**config.mk**
```make
export PLATFORM = sky130hd
export DESIGN_NAME = seg_scan_receiver
export DESIGN_NICKNAME = d
export VERILOG_FILES = /design/src/rtl/seg_pkg.sv /design/src/rtl/seg_stable_filter.sv /design/src/rtl/seg_scan_receiver.sv
export SDC_FILE = /design/constraint.sdc
export NUM_CORES = 1
export LEC_CHECK = 0
export BUFFER_PORTS_ARGS = -buffer_cell sky130_fd_sc_hd__buf_2
export CORE_UTILIZATION = 60
export DETAILED_ROUTE_END_ITERATION = 6
export GPL_TIMING_DRIVEN = 0
export PLACE_DENSITY = 0.86
export SLEW_MARGIN = 20
export SYNTH_ARGS = -nofsm -noshare
export SYNTH_HDL_FRONTEND = slang
export SYNTH_HIERARCHICAL = 1
export SYNTH_SLANG_ARGS = --single-unit
```
**constraint.sdc**
```tcl
create_clock -name clk -period 4.8 [get_ports clk]
set_clock_uncertainty 0.05 [all_clocks]
set_input_delay 0.72 -clock clk [delete_from_list [all_inputs] [get_ports clk]]
set_output_delay 0.72 -clock clk [all_outputs]
set_load 0.02 [all_outputs]
```
**src/rtl/seg_pkg.sv**
```systemverilog
// Shared definitions for the segment-scan receiver: pattern table, FSM states and
// pattern/enable decode helpers.
package seg_pkg;

    localparam logic [7:0] SEG_CODE0 = 8'hF8;
    localparam logic [7:0] SEG_CODE1 = 8'h30;
    localparam logic [7:0] SEG_CODE2 = 8'h92;
    localparam logic [7:0] SEG_CODE3 = 8'h79;
    localparam logic [7:0] SEG_CODE4 = 8'h02;
    localparam logic [7:0] SEG_CODE5 = 8'hA4;
    localparam logic [7:0] SEG_CODE6 = 8'h99;
    localparam logic [7:0] SEG_CODE7 = 8'hC0;
    localparam logic [7:0] SEG_BLANK = 8'h00;

    typedef enum logic [1:0] {
        IDLE,
        SETTLE,
        CAPTURED
    } seg_state_e;

    typedef struct packed {
        logic       legal;
        logic       blank;
        logic [2:0] code;
    } seg_dec_t;

    function automatic seg_dec_t seg_to_code(input logic [7:0] pat);
        seg_dec_t dec;
        dec = '{legal: 1'b1, blank: 1'b0, code: 3'd0};
        unique case (pat)
            SEG_CODE0: dec.code = 3'd0;
            SEG_CODE1: dec.code = 3'd1;
            SEG_CODE2: dec.code = 3'd2;
            SEG_CODE3: dec.code = 3'd3;
            SEG_CODE4: dec.code = 3'd4;
            SEG_CODE5: dec.code = 3'd5;
            SEG_CODE6: dec.code = 3'd6;
            SEG_CODE7: dec.code = 3'd7;
            SEG_BLANK: dec.blank = 1'b1;
            default:   dec.legal = 1'b0;
        endcase
        return dec;
    endfunction

    function automatic logic is_onehot8(input logic [7:0] v);
        return (v != 8'h00) && ((v & (v - 8'd1)) == 8'h00);
    endfunction

endpackage

```
**src/rtl/seg_stable_filter.sv**
```systemverilog
// Change detector and stability counter: strobes once per value that has held
// unchanged for STABLE_CYCLES consecutive cycles while a digit is enabled.
module seg_stable_filter
    import seg_pkg::*;
#(
    parameter int unsigned STABLE_CYCLES = 3,
    parameter int unsigned CNT_W         = 4
) (
    input  logic       clk,
    input  logic       reset,
    input  logic [7:0] seg_in,
    input  logic [7:0] den_in,
    output logic       stable_strobe,
    output logic       gap
);

    localparam logic [CNT_W-1:0] CNT_ONE = CNT_W'(1);
    localparam logic [CNT_W-1:0] CNT_LIM = CNT_W'(STABLE_CYCLES);

    seg_state_e       state_q, state_d;
    logic [CNT_W-1:0] cnt_q, cnt_d;
    logic [7:0]       prev_seg_q, prev_den_q;
    logic             changed;

    assign gap     = (den_in == 8'h00);
    assign changed = (seg_in != prev_seg_q) || (den_in != prev_den_q);

    always_comb begin
        state_d       = state_q;
        cnt_d         = cnt_q;
        stable_strobe = 1'b0;
        unique case (state_q)
            IDLE: begin
                if (gap) begin
                    cnt_d = '0;
                end else begin
                    state_d = SETTLE;
                    cnt_d   = CNT_ONE;
                end
            end
            SETTLE: begin
                if (gap) begin
                    state_d = IDLE;
                    cnt_d   = '0;
                end else if (changed) begin
                    cnt_d = CNT_ONE;
                end else begin
                    cnt_d = cnt_q + CNT_ONE;
                end
            end
            CAPTURED: begin
                if (gap) begin
                    state_d = IDLE;
                    cnt_d   = '0;
                end else if (changed) begin
                    state_d = SETTLE;
                    cnt_d   = CNT_ONE;
                end
            end
            default: begin
                state_d = IDLE;
                cnt_d   = '0;
            end
        endcase
        // Shared exit so STABLE_CYCLES==1 captures on the very first cycle of a value.
        if (state_d == SETTLE && cnt_d == CNT_LIM) begin
            stable_strobe = 1'b1;
            state_d       = CAPTURED;
        end
    end

    always_ff @(posedge clk) begin
        if (!reset) begin
            state_q    <= IDLE;
            cnt_q      <= '0;
            prev_seg_q <= 8'h00;
            prev_den_q <= 8'h00;
        end else begin
            state_q    <= state_d;
            cnt_q      <= cnt_d;
            prev_seg_q <= seg_in;
            prev_den_q <= den_in;
        end
    end

endmodule

```
**src/rtl/seg_scan_receiver.sv**
```systemverilog
// Recovers 3-bit digit codes from a multiplexed segment bus into 8-digit frames.
// Define SEG_ERR_CNT_EN to build the saturating err_cnt counter.
module seg_scan_receiver
    import seg_pkg::*;
#(
    parameter int unsigned STABLE_CYCLES = 3,
    parameter int unsigned CNT_W         = 4
) (
    input  logic        clk,
    input  logic        reset,
    input  logic [7:0]  seg_in,
    input  logic [7:0]  den_in,
    output logic [23:0] fr_data,
    output logic [7:0]  fr_blank,
    output logic        fr_valid,
    input  logic        fr_ready,
    output logic        err_pulse,
    output logic [7:0]  err_cnt
);

    logic        stable_strobe, gap, eval, legal, load;
    seg_dec_t    dec;
    logic [23:0] shadow_code_q, shadow_code_d;
    logic [7:0]  shadow_blank_q, shadow_blank_d;
    logic [7:0]  shadow_valid_q, shadow_valid_d;
    logic [23:0] fr_data_q, fr_data_d;
    logic [7:0]  fr_blank_q, fr_blank_d;
    logic        fr_valid_q, fr_valid_d;
    logic        err_pulse_q, err_pulse_d;

    seg_stable_filter #(
        .STABLE_CYCLES(STABLE_CYCLES),
        .CNT_W        (CNT_W)
    ) u_filter (
        .clk          (clk),
        .reset        (reset),
        .seg_in       (seg_in),
        .den_in       (den_in),
        .stable_strobe(stable_strobe),
        .gap          (gap)
    );

    assign dec   = seg_to_code(seg_in);
    assign eval  = stable_strobe && !gap;
    assign legal = is_onehot8(den_in) && dec.legal;
    assign load  = (&shadow_valid_q) && (!fr_valid_q || fr_ready);

    always_comb begin
        shadow_code_d  = shadow_code_q;
        shadow_blank_d = shadow_blank_q;
        shadow_valid_d = shadow_valid_q;
        fr_data_d      = fr_data_q;
        fr_blank_d     = fr_blank_q;
        fr_valid_d     = fr_valid_q;
        err_pulse_d    = eval && !legal;
        if (load) begin
            fr_data_d      = shadow_code_q;
            fr_blank_d     = shadow_blank_q;
            fr_valid_d     = 1'b1;
            shadow_valid_d = 8'h00;
        end else if (fr_ready) begin
            fr_valid_d = 1'b0;
        end
        // Applied after the transfer so a same-cycle capture starts the next frame.
        if (eval && legal) begin
            for (int i = 0; i < 8; i++) begin
                if (den_in[i]) begin
                    shadow_code_d[3*i +: 3] = dec.code;
                    shadow_blank_d[i]       = dec.blank;
                    shadow_valid_d[i]       = 1'b1;
                end
            end
        end
    end

    always_ff @(posedge clk) begin
        if (!reset) begin
            shadow_code_q  <= '0;
            shadow_blank_q <= '0;
            shadow_valid_q <= '0;
            fr_data_q      <= '0;
            fr_blank_q     <= '0;
            fr_valid_q     <= 1'b0;
            err_pulse_q    <= 1'b0;
        end else begin
            shadow_code_q  <= shadow_code_d;
            shadow_blank_q <= shadow_blank_d;
            shadow_valid_q <= shadow_valid_d;
            fr_data_q      <= fr_data_d;
            fr_blank_q     <= fr_blank_d;
            fr_valid_q     <= fr_valid_d;
            err_pulse_q    <= err_pulse_d;
        end
    end

`ifdef SEG_ERR_CNT_EN
    logic [7:0] err_cnt_q;

    always_ff @(posedge clk) begin
        if (!reset) begin
            err_cnt_q <= 8'h00;
        end else if (err_pulse_q && (err_cnt_q != 8'hFF)) begin
            err_cnt_q <= err_cnt_q + 8'd1;
        end
    end

    assign err_cnt = err_cnt_q;
`else
    assign err_cnt = 8'h00;
`endif

    assign fr_data   = fr_data_q;
    assign fr_blank  = fr_blank_q;
    assign fr_valid  = fr_valid_q;
    assign err_pulse = err_pulse_q;

endmodule
```
## After elaboration in Yosys (flattened, before gate mapping)

Cells that the tools add are included.

| storage, ports and cells | value |
|---|---|
| register bits after elaboration | 96 |
| input port bits | 19 |
| output and inout bits | 42 |
| word-level logic and storage cells | 101 |

| cells by class | value |
|---|---|
| add/sub/neg operators | 2 |
| equality and inequality tests | 14 |
| mux-type cells | 28 |
| bitwise logic cells | 2 |
| reductions and logical operators | 29 |

Operator list:

| cell | number |
|---|---|
| $eq 8x8->1 const B | 5 |
| $logic_not 8->1 | 3 |
| $pmux 3 s7 | 1 |
| $mux 4 | 4 |
| $mux 8 | 2 |
| $ne 8x8->1 | 2 |
| $reduce_and 2->1 | 8 |
| $mux 1 | 14 |
| $pmux 4 s3 | 1 |
| $mux 2 | 5 |
| $reduce_or 9->1 | 1 |
| $and 8x8->8 | 1 |
| $eq 8x2->1 const B | 1 |
| $eq 8x6->1 const B | 1 |
| $eq 8x7->1 const B | 1 |
| $reduce_and 8->1 | 1 |
| $reduce_bool 8->1 | 1 |
| $sub 8x1->8 const B | 1 |
| $logic_and 1x1->1 | 7 |
| $pmux 2 s3 | 1 |
| $add 4x1->4 const B | 1 |
| $eq 2x1->1 const B | 2 |
| $eq 4x2->1 const B | 1 |
| $logic_not 1->1 | 3 |
| other kinds (6) | 7 |

## Depth between registers and ports, before layout

Gate-level depths: netlist (run 1).

| depth | value |
|---|---|
| depth in word-level cells | 11 |
| gate-level depth with buffers | 11 |
| mapped depth without buffers | 11 |

## Hierarchy

The synthesis (run 1) kept the hierarchy.

Modules (own cells, without submodules):

| module | instances | cells each | area an instance (sq um) | seq. area each (sq um) |
|---|---|---|---|---|
| seg_scan_receiver | 1 | 359 | 3210.6 | 1481.4 |
| seg_stable_filter | 1 | 88 | 909.6 | 440.4 |

## Worst setup path before layout (run 1)

Ideal clock, no wire load.

| path | value |
|---|---|
| path type | in2reg |
| start point | in seg_in[1] |
| end point | reg shadow_code_q[22] |
| setup time | 0.122 ns |
| arrival time | 2.708 ns |
| data required time | 4.628 ns |
| path slack | 1.920 ns |
| stages on the path | 10 |
| buffers on the path | 0 |
| cells stage by stage | xor2_1 -> nor4_1 -> nand4_1 -> nor2_1 -> nor2b_1 -> nand3_1 -> nor4_1 -> o21ai_0 -> nand2_1 -> a21boi_0 |

| on the way | value |
|---|---|
| cells in the longest elaborated chain, start to end | 11 |
| elaborated cells on any way between the ends | 30 |
| classes of those cells | eq/ne: 11; mux: 11; reduce/logical: 8 |

RTL lines:

| item | RTL line | source |
|---|---|---|
| start, declared | seg_scan_receiver.sv:11 | `input logic [7:0] seg_in,` |
| $ne 8x8->1 (*) | seg_stable_filter.sv:26 | `assign changed = (seg_in != prev_seg_q) \|\| (den_in != prev_den_q);` |
| $logic_or 1x1->1 (*) | seg_stable_filter.sv:26 |  |
| $mux 4, or another cell as far along | seg_stable_filter.sv:55 | `end else if (changed) begin` |
| $mux 4, or another cell as far along | seg_stable_filter.sv:52 | `if (gap) begin` |
| $pmux 4 s3 or $pmux 2 s3 (tied branches) | seg_stable_filter.sv:32 | `unique case (state_q)` |
| $eq 4x2->1 or $eq 2x1->1 (tied branches) | seg_stable_filter.sv:66 | `if (state_d == SETTLE && cnt_d == CNT_LIM) begin` |
| $logic_and 1x1->1 (*) | seg_stable_filter.sv:66 |  |
| $mux 1 (*) | seg_stable_filter.sv:66 |  |
| net stable_strobe | seg_scan_receiver.sv:21 | `logic stable_strobe, gap, eval, legal, load;` |
| $logic_and 1x1->1 (*) | seg_scan_receiver.sv:44 | `assign eval = stable_strobe && !gap;` |
| $logic_and 1x1->1 (*) | seg_scan_receiver.sv:65 | `if (eval && legal) begin` |
| $reduce_and 2->1 (no source line) (*) | -- |  |
| end signal, assigned | seg_scan_receiver.sv:86 | `shadow_code_q <= shadow_code_d;` |
| end, declared | seg_scan_receiver.sv:23 | `logic [23:0] shadow_code_q, shadow_code_d;` |

The timed path passes the listed nets; every way through them passes the cells marked *.
A chain may end at the register's enable or synchronous reset.

## Worst setup path after layout (run 1)

Same ends and word-level chain as after synthesis.

==> results.py, run 1 <==
metrics = {
    "timing": {
        "max_freq_mhz": 300,
        "worstMarginPinSlew_ns": 0.831,
        "setup_viol": 0,
        "rsz0062_at_grt": "no",
        "finalHoldViolCount": 0,
        "fin_tns_setup_ns": 0,
        "fin_crit_sh_pct": 69.3,
        "period_minus_slack_ns": 3.33,
        "relSlewSlack_pct": 44.2,
        "maxSlewViolCount": 0,
    },
    "hold_path": {
        "holdCritStartpoint": "shadow_valid_q[2]",
        "hp-class": "flip-flop to flip-flop",
        "min_path_cells": 2,
        "hold_end": "shadow_valid_q[2]",
    },
    "clocking": {
        "cts_inserted_buffers": 9,
        "cts_tree": "yes",
        "cts_hold_buf": 0,
        "cts_resized": 0,
        "clkTransAtPathRegs_ns": 0.09,
        "htree_levels": 3,
        "clock_latency_ns": 0.36,
        "cts.path.max_buffers": 2,
        "root_buffer": "clkbuf_8",
        "cts.sinks": 96,
        "postCtsSetupRepairBufs": 0,
    },
    "worst_setup_path": {
        "end_kind": "flip-flop",
        "cp_data_required_time_ns": 5.00,
        "r2r_setup_slack_ns": 1.52,
        "r2r_end": "shadow_code_q[22]",
        "critical_path.max_fanout": 9,
        "critical_path_class": "input port to flip-flop",
        "start_kind": "input port",
        "timing.rr.start": "u_filter/cnt_q[0]",
        "worst_r2r_path_depth": 11,
        "cp.arrival_ns": 3.53,
    },
    "global_routing": {
        "antenna_found_initial": 0,
        "grt_pass1_wl_um": 14400,
        "grt_pass1_vias": 3058,
        "grt_util_all_layers_pct": 25.7,
        "overflow": 0,
        "grt_max_degree": 18,
    },
    "power_and_ir_drop": {
        "p_switching_w": 0.000349,
        "comb_power_share_pct": 6.2,
        "max-vdd-ir-drop_uv": 189,
        "netSwitchingFraction_pct": 24.3,
        "seqPwrFrac_pct": 56.3,
        "power.leakage_nw": 2.04,
        "internal_power_w": 0.00109,
        "power_density_mw_per_mm2": 305,
        "clkPwrFrac_pct": 37.6,
    },
    "outcome": {
        "outcome": "finished, violations left",
        "violations": "DRC",
    },
    "detailed_routing": {
        "num_vias": 3312,
        "wl_per_cell_um": 14.4,
        "via_per_inst": 5.53,
        "dr.first_iter.drc_count": 225,
        "routed_wl_um": 8620,
        "drt_pre_antenna_iters": 7,
        "drc": 6,
        "detail-route-antenna-nets": 0,
    },
    "yosys": {
        "yosysUniqueCellTypes": 51,
        "synth.top_cells.by_count": "nand2_1, dfxtp_1, a21boi_0",
        "synthMostInstantiatedCell": "nand2_1",
        "syn_area_mm2": 0.00412,
        "syn_area_per_cell_um2": 9.22,
        "netlist_instances": 447,
        "synth_area_leader_cell": "dfxtp_1",
        "synth_top_area_share_pct": 46.6,
        "ys_seq_area_share_pct": 46.6,
        "yosysWarnings": 6,
        "yosys-top-cells-area": "dfxtp_1, nand2_1, mux2i_1",
        "ys_seq_elements": 96,
        "synth-main-ff-cell": "dfxtp_1",
        "synth_edf_count": 0,
        "ys_async_sr_fraction_pct": 0,
    },
    "die": {
        "coreArea_mm2": 0.00649,
        "die_area_mm2": 0.00720,
        "die_h_um": 84.9,
        "initial_utilization_pct": 63.4,
        "ioPinCount": 61,
        "num_rows": 29,
        "die_x_um": 84.9,
    },
    "placed_design": {
        "routabilityCongestion": 0.843,
        "dp_hpwl_um": 6210,
        "io_buffers": 52,
    },
    "final_layout": {
        "drive_gt1_share_pct": 17.6,
        "nets": 537,
        "area_delta_synth_final_pct": 14.2,
        "fillers": 497,
        "antenna_cells": 0,
        "final_core_util_pct": 72.5,
    },
    "job": {
        "drv_cap": 0,
    },
}
==> cell usage in the layout (no fill, tap or decap), types with 4 or more instances in the layout <==
cell type / netlist / routed
a21boi_0: 39 / 39
nor4_1: 7 / 7
nand3_1: 7 / 7
nor3_1: 8 / 8
o21ai_0: 6 / 6
nor4b_1: 4 / 4
buf_4: 8 / 8
buf_2: 1 / 53
clkbuf_8: 0 / 9
nor2_1: 7 / 7
and2_1: 15 / 15
a21oi_1: 4 / 4
clkbuf_1: 17 / 18
xor2_1: 18 / 18
nand4b_1: 5 / 5
mux2i_1: 30 / 30
conb_1: 1 / 8
nand2_1: 109 / 109
nand4_1: 15 / 15
dfxtp_1: 96 / 96
nor2b_1: 5 / 5
==> area by class of cell <==
class | instances | area [µm²] | share of cell area, %
tap | 77 | 96.3 | 2.05
sequential | 96 | 1920 | 40.8
clock inverter | 6 | 75.1 | 1.60
buffer | 30 | 166 | 3.54
inverter | 1 | 3.75 | 0.0798
clock buffer | 10 | 128 | 2.71
multi-input combinational | 327 | 2050 | 43.7
timing repair buffer | 52 | 260 | 5.53
==> flip-flops by register name, summed over array words and instances (netlist names) <==
register	count
shadow_valid_q	8
shadow_blank_q	8
shadow_code_q	24
u_filter/cnt_q	4
u_filter/prev_den_q	8
err_pulse	1
fr_data	24
fr_valid	1
fr_blank	8
u_filter/prev_seg_q	8
u_filter/state_q	2
==> kinds of logic (layout without fill, tap and decap cells) <==
| logic type | Yosys count | count (layout) | share of synthesized area [%] |
|---|---|---|---|
| xor+xnor | 19 | 19 | 4.04 |
| other cells | 1 | 8 | 0.0910 |
| flops | 96 | 96 | 46.6 |
| fa+ha+maj | 1 | 1 | 0.304 |
| buf+inv | 31 | 99 | 4.13 |
| mux | 32 | 32 | 7.83 |
| simple gates | 202 | 202 | 25.5 |
| compound gates | 65 | 65 | 11.4 |
==> layer usage <==
metal | global-route usage, % | part of all wire (%)
met4 | 8.47 | 1.3
met2 | 42.6 | 47
met5 | 0 | 0
met1 | 34.0 | 47
met3 | 4.77 | 4.5
==> through the flow <==
stage | instances | area [µm²] | total power (W) | hold slack, ns | worst slack [ns]
CTS | 599 | 4710 | 0.00144 | 0.413 | 1.53
global placement | 583 | 4500 | 0.000911 | 0.393 | 1.21
detailed placement | 583 | 4500 | 0.000914 | 0.399 | 1.14
global route | 599 | 4710 | 0.00149 | 0.428 | 1.07
floorplan | 454 | 4150 | 0.000881 | 0.385 | 1.92
finish | 599 | 4710 | 0.00144 | 0.415 | 1.47
==> critical path, cell delays in order <==
cell      delay, ns
buf_2          0.15
xor2_1         0.17
nor4_1         0.46
nand4_1        0.29
nor2_1         0.16
nor2b_1        0.38
nand3_1        0.17
nor4_1         0.66
o21ai_0        0.19
nand2_1        0.11
a21boi_0       0.07
==> power by group through the flow <==
stage               logic (W)  registers [W]  clock network (W)
floorplan           0.0000549       0.000826                  0
global placement    0.0000849       0.000826                  0
detailed placement  0.0000870       0.000827                  0
CTS                 0.0000876       0.000808           0.000544
global route        0.0000977       0.000809           0.000579
finish              0.0000888       0.000808           0.000539
==> how the worst max path moves through the flow <==
stage,cells past startpoint,from,end,slack [ns]
global route,11,seg_in[1],shadow_code_q[22],1.07
global placement,11,seg_in[1],shadow_code_q[22],1.21
detailed placement,11,seg_in[1],shadow_code_q[22],1.14
finish,11,seg_in[1],shadow_code_q[22],1.47
floorplan,10,seg_in[1],shadow_code_q[22],1.92
CTS,11,seg_in[1],shadow_code_q[22],1.53
(Power assumes the default switching activity.)
==> inputs of run 2 (changes only) <==
--- a/config.mk
+++ b/config.mk
@@ -6,10 +6,10 @@
 export NUM_CORES = 1
 export LEC_CHECK = 0
 export BUFFER_PORTS_ARGS = -buffer_cell sky130_fd_sc_hd__buf_2
-export CORE_UTILIZATION = 60
+export CORE_UTILIZATION = 56
 export DETAILED_ROUTE_END_ITERATION = 6
 export GPL_TIMING_DRIVEN = 0
-export PLACE_DENSITY = 0.86
+export PLACE_DENSITY = 0.82
 export SLEW_MARGIN = 20
 export SYNTH_ARGS = -nofsm -noshare
 export SYNTH_HDL_FRONTEND = slang
==> constraint.sdc (replaced) <==
create_clock -name clk -period 3.45 [get_ports clk]
set_clock_uncertainty 0.05 [all_clocks]
set_input_delay 0.5175 -clock clk [delete_from_list [all_inputs] [get_ports clk]]
set_output_delay 0.5175 -clock clk [all_outputs]
set_load 0.02 [all_outputs]
==> results.py, run 2 (synthesis results as in run 1) <==
metrics = {
    "clocking": {
        "cts.sinks": 96,
        "cts_inserted_buffers": 9,
        "clock_latency_ns": 0.36,
        "cts_hold_buf": 0,
        "htree_levels": 3,
        "root_buffer": "clkbuf_8",
        "cts.path.max_buffers": 2,
        "clkTransAtPathRegs_ns": 0.09,
        "cts_tree": "yes",
    },
    "final_layout": {
        "area_delta_synth_final_pct": 14.4,
        "final_cell_mix": "nand2_1, dfxtp_1, buf_2, a21boi_0, mux2i_1",
        "fin_area_mm2": 0.00471,
        "drive_gt1_share_pct": 17.8,
        "antenna_cells": 0,
        "layout_commonest_cell": "nand2_1",
        "nets": 537,
    },
    "placed_design": {
        "io_buffers": 52,
        "placed_area_mm2": 0.00453,
        "dp_hpwl_um": 6280,
        "routabilityCongestion": 0.819,
    },
    "worst_setup_path": {
        "r2r_end": "shadow_code_q[22]",
        "startpoint": "u_filter/cnt_q[0]",
        "critical_path_class": "flip-flop to flip-flop",
        "cp_cell_sequence": "ha_1 -> xor2_1 -> nor4b_1 -> nand3_1 -> nor2_1 -> nor2b_1 -> nand3_1 -> nor4_2 -> o21ai_0 -> nand2_1 -> a21boi_0",
        "crit_top_cell": "nand3_1",
        "crit_slowest_cell": "nor4b_1",
        "crit_end": "shadow_code_q[22]",
        "slowest_delay_ns": 0.51,
        "start_kind": "flip-flop",
        "end_kind": "flip-flop",
        "cp.arrival_ns": 3.19,
        "critical_path.max_fanout": 5,
        "r2r_setup_slack_ns": 0.47,
        "worst_r2r_path_depth": 11,
        "timing.rr.start": "u_filter/cnt_q[0]",
        "cp_data_required_time_ns": 3.65,
    },
    "detailed_routing": {
        "drt_pre_antenna_iters": 5,
        "detail-route-antenna-nets": 0,
        "num_vias": 3298,
        "dr.first_iter.drc_count": 153,
        "drc": 0,
        "via_per_inst": 5.34,
        "wl_per_cell_um": 14.0,
        "routed_wl_um": 8670,
    },
    "timing": {
        "rsz0062_at_grt": "no",
        "fin_crit_sh_pct": 86.4,
        "period_minus_slack_ns": 2.98,
        "maxSlewViolCount": 0,
        "fin_tns_setup_ns": 0,
        "setup_viol": 0,
        "max_freq_mhz": 335,
        "worstMarginPinSlew_ns": 0.816,
        "relSlewSlack_pct": 45.2,
        "finalHoldViolCount": 0,
    },
    "global_routing": {
        "grt_pass1_wl_um": 14400,
        "antenna_found_initial": 0,
        "grt_pass1_vias": 3048,
        "grt_util_all_layers_pct": 24.4,
        "grt_max_degree": 18,
        "overflow": 0,
    },
    "die": {
        "die_x_um": 87.8,
        "ioPinCount": 61,
        "initial_utilization_pct": 59.3,
        "num_rows": 30,
        "die_area_mm2": 0.00770,
        "die_h_um": 87.8,
        "coreArea_mm2": 0.00694,
    },
    "power_and_ir_drop": {
        "max-vdd-ir-drop_uv": 309,
        "power_density_mw_per_mm2": 408,
        "power.leakage_nw": 2.03,
        "totalPowerFinal_w": 0.00192,
    },
    "outcome": {
        "outcome": "finished clean",
    },
    "hold_path": {
        "hp-class": "input port to flip-flop",
    },
    "job": {
        "drv_cap": 0,
    },
}
-- run 2: stage by stage --
stage                     hold WS [ns]  util (%)  setup WS (ns)  std cells
after floorplan                  0.385         -          0.773        454
after global placement           0.392      65.2         0.0487        602
after detailed placement         0.395      65.2         0.0283        602
after CTS                        0.334      67.8          0.313        618
after global routing             0.353      67.9          0.188        618
final                            0.347      67.9          0.468        618
-- run 2: power by group --
| group | switching, W | internal [W] | leakage [nW] |
|---|---|---|---|
| Clock | 0.000403 | 0.000272 | 0.0850 |
| Sequential | 0.00000581 | 0.00112 | 0.778 |
| Combinational | 0.0000758 | 0.0000485 | 1.17 |
| Total | 0.000485 | 0.00144 | 2.03 |
-- run 2: worst min path at each step --
stage	depth (start not counted)	slack, ns	start	endpoint
after floorplan	2	0.38	shadow_valid_q[6]	shadow_valid_q[6]
after detailed placement	2	0.40	shadow_valid_q[6]	shadow_valid_q[6]
after global routing	2	0.35	seg_in[2]	u_filter/prev_seg_q[2]
final	2	0.35	seg_in[2]	u_filter/prev_seg_q[2]
after global placement	2	0.39	shadow_valid_q[6]	shadow_valid_q[6]
after CTS	2	0.33	seg_in[2]	u_filter/prev_seg_q[2]
-- run 2: layout make-up --
class	instances	area (µm²)
multi-input combinational	327	2060
tap	96	120
sequential	96	1920
timing repair buffer	52	260
inverter	1	3.75
clock buffer	10	128
buffer	30	166
clock inverter	6	52.6
fill	562	2230
-- run 2: routing by layer --
layer,routed length (µm),vias up,track usage [%],share of wire (%)
met5,0,-,0,0
met3,422,13,4.81,4.9
met1,4120,1515,32.7,48
li1,-,1667,-,-
met4,182,0,9.99,2.1
met2,3940,103,38.6,45
-- run 2: worst max-delay path, delay by kind of cell (launching register included) --
family                     cells  cell delay, ns
DFF                            1            0.35
and+or+nand+nor                7            1.86
xor gates and xnor gates       1            0.16
adders and majority gates      1            0.21
AOI/OAI and AO/OA              2            0.24
-- run 2: what timing repair did --
item / CTS / global route
setup buffers: 0 / 0
setup endpoints to repair: 0 / 3
resized for setup: 0 / 1
